===== config.mk =====
export PLATFORM = sky130hd
export DESIGN_NAME = l2_refill_arbiter
export DESIGN_NICKNAME = d
export VERILOG_FILES = /design/src/rtl/l2_refill_arbiter.sv
export SDC_FILE = /design/constraint.sdc
export NUM_CORES = 1
export LEC_CHECK = 0
export ABC_AREA = 1
export BUFFER_PORTS_ARGS = -buffer_cell sky130_fd_sc_hd__clkbuf_2
export CAP_MARGIN = 20
export CORE_AREA = 2 2 240 242
export DETAILED_ROUTE_END_ITERATION = 7
export DIE_AREA = 0 0 242 244
export GPL_ROUTABILITY_DRIVEN = 0
export GPL_TIMING_DRIVEN = 0
export PLACE_DENSITY_LB_ADDON = 0.2
export SYNTH_ARGS = -nofsm -noshare
export SYNTH_HDL_FRONTEND = slang
export SYNTH_SLANG_ARGS = --single-unit

===== constraint.sdc =====
create_clock -name clk -period 6.7 [get_ports clk]
set_input_delay 0.335 -clock clk [delete_from_list [all_inputs] [get_ports clk]]
set_output_delay 0.335 -clock clk [all_outputs]
set_load 0.02 [all_outputs]

===== src/rtl/l2_refill_arbiter.sv =====
// Round-robin refill arbiter: two L2 refill ports share one 1-cycle-latency word memory,
// each grant streams a 16-word burst into a 512-bit line. Define REFILL_PERF_EN for perf counters.
module l2_refill_arbiter #(
  parameter logic [31:0] BASE_ADDR   = 32'h0,
  parameter logic [31:0] DEPTH_WORDS = 32'h3000,
  parameter int          AW          = (DEPTH_WORDS > 32'd1) ? $clog2(DEPTH_WORDS) : 1
) (
  input  logic          clk,
  input  logic          rstn,
  input  logic          req_0,
  input  logic [25:0]   addr_0,
  output logic          ready_0,
  input  logic          req_1,
  input  logic [25:0]   addr_1,
  output logic          ready_1,
  output logic [511:0]  line_data,
  output logic          busy,
  output logic          mem_en,
  output logic [AW-1:0] mem_addr,
  input  logic [31:0]   mem_rdata
`ifdef REFILL_PERF_EN
  ,
  output logic [31:0]   refill_cnt_0,
  output logic [31:0]   refill_cnt_1,
  output logic [31:0]   wait_cycles
`endif
);

  localparam logic [31:0] BASE_WORD = {2'b00, BASE_ADDR[31:2]};

  typedef enum logic [1:0] {IDLE, BURST, DRAIN, RESP} state_e;

  state_e         state_q;
  logic           gnt_q;
  logic           last_grant_q;
  logic [25:0]    line_q;
  logic [3:0]     cnt_q;
  logic           inv_q;
  logic           inv_dly_q;
  logic           ready_0_q;
  logic           ready_1_q;
  logic [511:0]   line_data_q;
  logic           busy_q;
  logic           mem_en_q;
  logic [AW-1:0]  mem_addr_q;

  logic           grant_s;
  logic [25:0]    fetch_line_s;
  logic [3:0]     fetch_cnt_s;
  logic [31:0]    word_s;
  logic [31:0]    rel_s;
  logic           inv_s;
  logic [3:0]     cap_idx_s;
  logic [31:0]    cap_word_s;

  // Arbitration choice plus address and validity of the next word to be fetched.
  always_comb begin
    grant_s      = 1'b0;
    fetch_line_s = line_q;
    fetch_cnt_s  = cnt_q + 4'd1;
    if (req_0 && req_1) begin
      grant_s = ~last_grant_q;
    end else if (req_1) begin
      grant_s = 1'b1;
    end else begin
      grant_s = 1'b0;
    end
    if (state_q == IDLE) begin
      fetch_line_s = grant_s ? addr_1 : addr_0;
      fetch_cnt_s  = 4'd0;
    end else begin
      fetch_line_s = line_q;
      fetch_cnt_s  = cnt_q + 4'd1;
    end
    // Words below the base or past the end of memory read back as zero.
    word_s     = {2'b00, fetch_line_s, fetch_cnt_s};
    rel_s      = word_s - BASE_WORD;
    inv_s      = (word_s < BASE_WORD) || (rel_s >= DEPTH_WORDS);
    cap_idx_s  = (state_q == DRAIN) ? 4'd15 : (cnt_q - 4'd1);
    cap_word_s = inv_dly_q ? 32'h0 : mem_rdata;
  end

  // Refill sequencer: grant, 16-cycle burst, drain of the last read, ready pulse.
  always_ff @(posedge clk or negedge rstn) begin
    if (!rstn) begin
      state_q      <= IDLE;
      gnt_q        <= 1'b0;
      last_grant_q <= 1'b1;
      line_q       <= 26'd0;
      cnt_q        <= 4'd0;
      inv_q        <= 1'b0;
      inv_dly_q    <= 1'b0;
      ready_0_q    <= 1'b0;
      ready_1_q    <= 1'b0;
      line_data_q  <= 512'd0;
      busy_q       <= 1'b0;
      mem_en_q     <= 1'b0;
      mem_addr_q   <= '0;
    end else begin
      inv_dly_q <= inv_q;
      case (state_q)
        IDLE: begin
          if (req_0 || req_1) begin
            state_q      <= BURST;
            busy_q       <= 1'b1;
            gnt_q        <= grant_s;
            last_grant_q <= grant_s;
            line_q       <= fetch_line_s;
            cnt_q        <= 4'd0;
            mem_en_q     <= 1'b1;
            mem_addr_q   <= rel_s[AW-1:0];
            inv_q        <= inv_s;
          end
        end
        BURST: begin
          if (cnt_q != 4'd0) begin
            line_data_q[{cap_idx_s, 5'd0} +: 32] <= cap_word_s;
          end
          if (cnt_q == 4'd15) begin
            state_q  <= DRAIN;
            mem_en_q <= 1'b0;
          end else begin
            cnt_q      <= cnt_q + 4'd1;
            mem_addr_q <= rel_s[AW-1:0];
            inv_q      <= inv_s;
          end
        end
        DRAIN: begin
          line_data_q[{cap_idx_s, 5'd0} +: 32] <= cap_word_s;
          state_q   <= RESP;
          ready_0_q <= ~gnt_q;
          ready_1_q <= gnt_q;
        end
        RESP: begin
          state_q   <= IDLE;
          busy_q    <= 1'b0;
          ready_0_q <= 1'b0;
          ready_1_q <= 1'b0;
        end
        default: begin
          state_q   <= IDLE;
          busy_q    <= 1'b0;
          mem_en_q  <= 1'b0;
          ready_0_q <= 1'b0;
          ready_1_q <= 1'b0;
        end
      endcase
    end
  end

  assign ready_0   = ready_0_q;
  assign ready_1   = ready_1_q;
  assign line_data = line_data_q;
  assign busy      = busy_q;
  assign mem_en    = mem_en_q;
  assign mem_addr  = mem_addr_q;

`ifdef REFILL_PERF_EN
  logic [31:0] refill_cnt_0_q;
  logic [31:0] refill_cnt_1_q;
  logic [31:0] wait_cycles_q;

  // Saturating completion counters and cycles a losing request spends waiting.
  always_ff @(posedge clk or negedge rstn) begin
    if (!rstn) begin
      refill_cnt_0_q <= 32'd0;
      refill_cnt_1_q <= 32'd0;
      wait_cycles_q  <= 32'd0;
    end else begin
      if (ready_0_q && (refill_cnt_0_q != 32'hFFFF_FFFF)) begin
        refill_cnt_0_q <= refill_cnt_0_q + 32'd1;
      end
      if (ready_1_q && (refill_cnt_1_q != 32'hFFFF_FFFF)) begin
        refill_cnt_1_q <= refill_cnt_1_q + 32'd1;
      end
      if ((state_q != IDLE) && (gnt_q ? req_0 : req_1) && (wait_cycles_q != 32'hFFFF_FFFF)) begin
        wait_cycles_q <= wait_cycles_q + 32'd1;
      end
    end
  end

  assign refill_cnt_0 = refill_cnt_0_q;
  assign refill_cnt_1 = refill_cnt_1_q;
  assign wait_cycles  = wait_cycles_q;
`endif

endmodule


# ---- Word-level counts from Yosys, hierarchy flattened
# Index checks and enable logic that the tools add are counted.
dict set report totals {
  memories 0
  mem_bits_rw 0
  in_bits 88
  elab_cells 71
  latchBits 0
  out_inout_bits 530
  reg_bits 566
  rom_bits 0
}
dict set report classes {
  n_shift 2
  n_mul 0
  n_div 0
  n_eq_ne 8
  bitwise_logic 2
  n_addsub 3
  order_cmp 1
  n_mux 28
  reduce_logical 14
}
# cell count
set op_table {}
lappend op_table {{$pmux W512 S2} 1}
lappend op_table {{$bwmux W512} 1}
lappend op_table {{$mux W512} 1}
lappend op_table {{$shift A32 B11 Y512 const A} 1}
lappend op_table {{$shiftx A32 B11 Y512} 1}
lappend op_table {{$mux W26} 2}
lappend op_table {{$mux W32} 1}
lappend op_table {{$ge A30 B14 Y1 const B} 1}
lappend op_table {{$mux W14} 2}
lappend op_table {{$pmux W14 S2} 1}
lappend op_table {{$mux W4} 4}
lappend op_table {{$neg A9 Y11} 1}
lappend op_table {{$pmux W1 S2} 5}
lappend op_table {{$pmux W2 S4} 1}
lappend op_table {{$pmux W4 S2} 1}
lappend op_table {{$reduce_and A2 Y1} 4}
lappend op_table {{$reduce_bool A2 Y1} 4}
lappend op_table {{$mux W1} 6}
lappend op_table {{$ne A2 B2 Y1 const B} 3}
lappend op_table {{$reduce_and A3 Y1} 2}
lappend op_table {{$add A4 B1 Y4 const B} 1}
lappend op_table {{$eq A2 B2 Y1 const B} 2}
lappend op_table {{$eq A4 B4 Y1 const B} 1}
lappend op_table {{$mux W2} 2}
lappend op_table {{8 further kinds} 9}

# ---- Logic depth before layout (Yosys ltp)
dict set report logic_depth {
  word_depth 7
  ltp_mapped 15
  ltp_nobuf 14
}

# ---- Worst setup path after synthesis
# No wires, ideal clock.
dict set report synth_timing {
  path_kind {register to register}
  startpoint {register cnt_q[0]}
  endpoint {register line_data_q[130] (netlist: line_data[130])}
  setup_time_ns 0.065
  arrival_time_ns 2.337
  n_path_buf 2
  path_stages_with_launch 14
  period_less_slack_ns 2.402
  t_required_ns 6.635
  setup_slack_ns 4.298
  path_cell_list {dfrtp_1 inv_2 ha_1 inv_1 nor2_4 ha_1 clkbuf_1 clkinv_1 nand3_2 nor2_4 nand2_1 buf_2 nand2_1 nand2_1}
}
dict set report synth_between {
  elab_chain_cells 7
  word_cells_on_any_way 11
  classes_between {add/sub (2); eq/ne (1); shift (2); mux (4); reduce/logical (2)}
}
# item line
set synth_rtl {}
lappend synth_rtl {{from (decl)} 37} ;# logic [3:0] cnt_q;
lappend synth_rtl {{from (signal assigned)} 123} ;# cnt_q <= cnt_q + 4'd1;
lappend synth_rtl {{$sub A4 B1 Y4} 79} ;# cap_idx_s = (state_q == DRAIN) ? 4'd15 : (cnt_q - 4'd1);
lappend synth_rtl {{$mux W4} 79}
lappend synth_rtl {{$neg A9 Y11} {117, 129}}
lappend synth_rtl {{$shiftx A32 B11 Y512 / $shift A32 B11 Y512 (equally long branches)} {117, 129}}
lappend synth_rtl {{$bwmux W512} {117, 129}}
lappend synth_rtl {{$mux W512} 116} ;# if (cnt_q != 4'd0) begin
lappend synth_rtl {{$pmux W512 S2} 101} ;# case (state_q)
lappend synth_rtl {{to (signal, indexed assignment)} 117} ;# line_data_q[{cap_idx_s, 5'd0} +: 32] <= cap_word_s;
lappend synth_rtl {{to (signal, indexed assignment)} 129} ;# line_data_q[{cap_idx_s, 5'd0} +: 32] <= cap_word_s;
lappend synth_rtl {{to (decl)} 42} ;# logic [511:0] line_data_q;
# Parallel ways exist; a longest one is shown, timed or not. The select of a mux whose other input is x is not followed.
# A chain may end at the register's enable or synchronous reset.

# ---- Worst setup path in the final report
dict set report layout_timing {
  startpoint {register cnt_q[0]}
  endpoint {register line_data_q[159] (netlist: line_data[159])}
}
# The elaborated chain is that of the path after synthesis.

==> impl_summary.txt <==
----------------------------------------------------
[Worst hold path]
  Worst Hold Path Cells ... 3
  Worst Hold Path EP ... line_data[2]
  Hold crit path type ... in2reg
  Worst Hold Launch ... mem_rdata[2]

[Layout]
  Share of the core filled with cells ... 53.9%
  Fraction of final layout cells with drive strength greater than 1 ... between 20% and 30%
  Final #Nets ... approximately 3600
  Post-route non-filler standard cell count ... 4327
  Count of inserted antenna diode cells ... 0
  Most frequent cells in the layout ... 1326 x sky130_fd_sc_hd__nand2_1, 616 x sky130_fd_sc_hd__clkbuf_2, 565 x sky130_fd_sc_hd__dfrtp_1
  Cell area after layout ... a little over 0.03 sq mm
  Area Growth Syn to Fin ... 27.2%
  Leading cell type in the layout, fill and taps excluded ... sky130_fd_sc_hd__nand2_1

[Pwr]
  Relative contribution of the clock network to total power ... 20.1%
  Leakage power total ... roughly 17 nW
  Combinational group share of total power ... a little under half
  Worst vdd ir ... around 0.00027 V
  Internal power ... a little over 9 mW
  Fraction of power consumed by sequential logic ... approximately 34%
  Ratio of total power to cell area ... between 500 and 600 mW/mm^2
  Net switching fraction of the power ... ~47%
  Psw ... around 8.2 mW

[Floorplanning]
  Core area ... 0.0562 sq mm
  Number of placement rows ... 87
  Ports placed on the boundary ... about 600
  Starting density of the core ... between 40% and 50%
  Die Wd ... 242 microns
  Area of the die ... roughly 0.06 sq mm
  Y dimension of the die ... 244 microns

[Worst setup path]
  Worst flop-to-flop path endpoint ... line_data[159]
  Capturing element type of the critical path ... flip-flop
  Crit path required time ... ~7.3 ns
  Crit path buf inv count ... 5
  Worst Setup Path Type ... reg2reg
  Crit path launch type ... flip-flop
  Crit path depth ... 13
  Worst reg2reg path depth ... 13
  Register-to-register path setup slack ... 3.25 ns
  Crit-path cells ... inv_2, ha_1, inv_1, nor2_4, ha_1, clkbuf_1, clkinv_1, nand3_2, nor2_4, nand2_1, buf_2, nand2_1, nand2_1
  Stage delay of the slowest cell on the critical path ... ~0.49 ns
  Crit-path max FO ... 10
  Critical register-to-register path startpoint ... cnt_q[0]
  Data arrival at the endpoint of the critical path ... 4.01 ns
  Family with the most delay on the worst path ... buffers and inverters
  Cell occurring most often along the worst timing path ... sky130_fd_sc_hd__nand2_1
  Slowest cell on the critical path ... sky130_fd_sc_hd__dfrtp_1

[STA]
  Final count of hold timing violations ... 0
  Setup-failing EPs final ... 0
  Timing-limited maximum frequency ... ~290 MHz
  Setup repair after global routing missed its margin ... no
  Worst Max-Slew Pin Slew ... roughly 0.84 ns
  Final worst path period need ... about 3.4 ns
  Setup clock skew after layout ... about 0.026 ns
  Share of the clock period used by the worst path ... about half
  Tightest hold margin ... 0.0333 ns
  Worst slew slack as a fraction of its limit ... between 40% and 50%
  Pins Over Slew Limit ... 0

[Routing]
  Post-detailed-route via-to-cell ratio ... a little over 5
  Routed length on met2 ... around 43000 microns
  Average wire length per cell after detail routing ... around 21 microns
  Total DRC errors in the routed layout ... 0
  Routed via count ... 22100
  WL met1 ... ~36000 microns
  DR top layer ... met4
  Met3 WL post-DR ... 7190 microns
  Antenna viol nets, final ... 0
  Wire length reported by the detailed router ... about 90000 microns
  Initial DRC count ... just under 2000
  Detailed-router iteration count before antenna repair ... 5

[Clock tree]
  Root buf cell ... sky130_fd_sc_hd__clkbuf_16
  Clock H-tree levels ... 2
  CTS buffer count ... 61
  Post-CTS Repair Setup Buffers ... 0
  Clock transition at path regs ... approximately 0.060 ns
  Insertion delay to the later sink of the worst-skew pair ... between 0.6 and 0.7 ns
  CTS tree ... done
  Buffer levels on the longest clock path ... 3
  CTS sink cnt ... approximately 570

[Placed design]
  Number of buffers added on ports ... 616
  Cell total after placement ... about 4200
  Post-place instance area ... 0.0280 sq mm
  DP HPWL ... approximately 66000 microns

[Logic synthesis]
  Cells after Synth ... roughly 2800
  Share of synthesized area occupied by flip-flops and latches ... between 50 and 60%
  Avg Inst Size Synth ... roughly 8.4 sq um
  Total nets after synthesis ... 2919
  Syn. warnings ... 0
  Cell Area, Synth ... about 0.024 sq mm
  #FFs+latches synth ... between 500 and 600
  Number of distinct standard cells referenced by the synthesized netlist ... 33

[Global route]
  Antenna violations before repair ... 0
  Via count of the first global-routing pass ... around 21000
  Total Routing Usage GR ... between 30% and 40%
  First-pass GRT wire length ... about 130000 microns
  Maximum number of pins on one net before global-route repair ... between 100 and 150
  Overflow after GRT ... 0

[Outcome]
  Result of the run ... completed

[Run]
  Maximum capacitance violations ... 0

----------------------------------------------------
area by class of cell:
| type | instances | area (sq um) |
|---|---|---|
| buffer | 168 | 777 |
| clock buffer | 92 | 1860 |
| clock inverter | 16 | 220 |
| fill | 5484 | 25900 |
| inverter | 157 | 592 |
| multi-input combinational | 1929 | 8270 |
| sequential | 566 | 14200 |
| tap | 756 | 946 |
| timing repair buffer | 643 | 3450 |
synth_stat cells, drive strengths merged:
master / instances / share of area, %
ha: 11 / 0.58
nand2: 1337 / 21
nand4: 133 / 3.5
a31oi: 1 / 0.089
clkbuf: 47 / 0.75
or2: 2 / 0.053
nand3: 126 / 2.7
nand3b: 7 / 0.22
nor2: 135 / 2.5
o21ai: 151 / 3.2
xnor2: 1 / 0.037
xor2: 1 / 0.037
inv: 123 / 1.9
dfstp: 1 / 0.11
buf: 121 / 2.5
dfrtp: 565 / 59
o22ai: 4 / 0.11
clkinv: 34 / 0.54
a21oi: 20 / 0.44
stage by stage:
stage                      TNS, ns  setup slack [ns]  total power, mW
final                            0              3.25             17.4
after CTS                        0              3.24             17.4
after floorplan                  0              4.30             10.6
after detailed placement         0              3.26             13.9
after global placement    -4648.78             -8.30             13.8
after global routing             0              2.99             18.5
cells by family (layout without fill, tap and decap cells):
logic type / after synthesis / in the layout / share of synthesized area, %
xor+xnor: 2 / 2 / 0.0736
compound gates: 176 / 176 / 3.81
buf+inv: 325 / 1076 / 5.75
flops: 566 / 566 / 59.5
simple gates: 1740 / 1740 / 30.3
fa+ha+maj: 11 / 11 / 0.578
how the worst max path moves through the flow:
stage,startpoint,to,slack [ns]
2_1_floorplan,cnt_q[0],line_data[130],4.30
3_3_place_gp,rstn,line_data[181],-8.30
3_5_place_dp,cnt_q[0],line_data[159],3.26
4_1_cts,cnt_q[0],line_data[156],3.24
5_1_grt,cnt_q[0],line_data[156],2.99
6_report,cnt_q[0],line_data[159],3.25
worst reg2reg max path: cells and delay by family, from the launching register on:
kind	cells	cell delay (ns)
fa+ha+maj	2	0.59
buf+inv	5	1.41
flops	1	0.49
simple gates	6	0.90
routing by layer:
layer,up-vias,track usage (%)
met4,0,11.7
met3,187,6.76
met2,884,49.5
met1,10700,39.4
li1,10300,-
met5,-,0
sequential cells by signal, summed over array words and instances, names as in the netlist:
register      cells
line_q           26
cnt_q             4
ready_1           1
mem_addr         14
state_q           2
mem_en            1
inv_q             1
busy              1
line_data       512
ready_0           1
last_grant_q      1
gnt_q             1
inv_dly_q         1
power groups by stage:
stage          registers, mW  clock network [mW]  logic (mW)
6_report                5.88                3.51        8.04
3_3_place_gp            5.89                   0        7.91
5_1_grt                 6.04                3.69        8.73
3_5_place_dp            5.90                   0        8.00
2_1_floorplan           7.50                   0        3.14
4_1_cts                 5.87                3.54        8.04
repair_timing:
item	CTS	global route
endpoints found under the hold margin	109	0
hold buffers	22	0
resized for setup	0	0
Power figures use the tool's default switching activity.
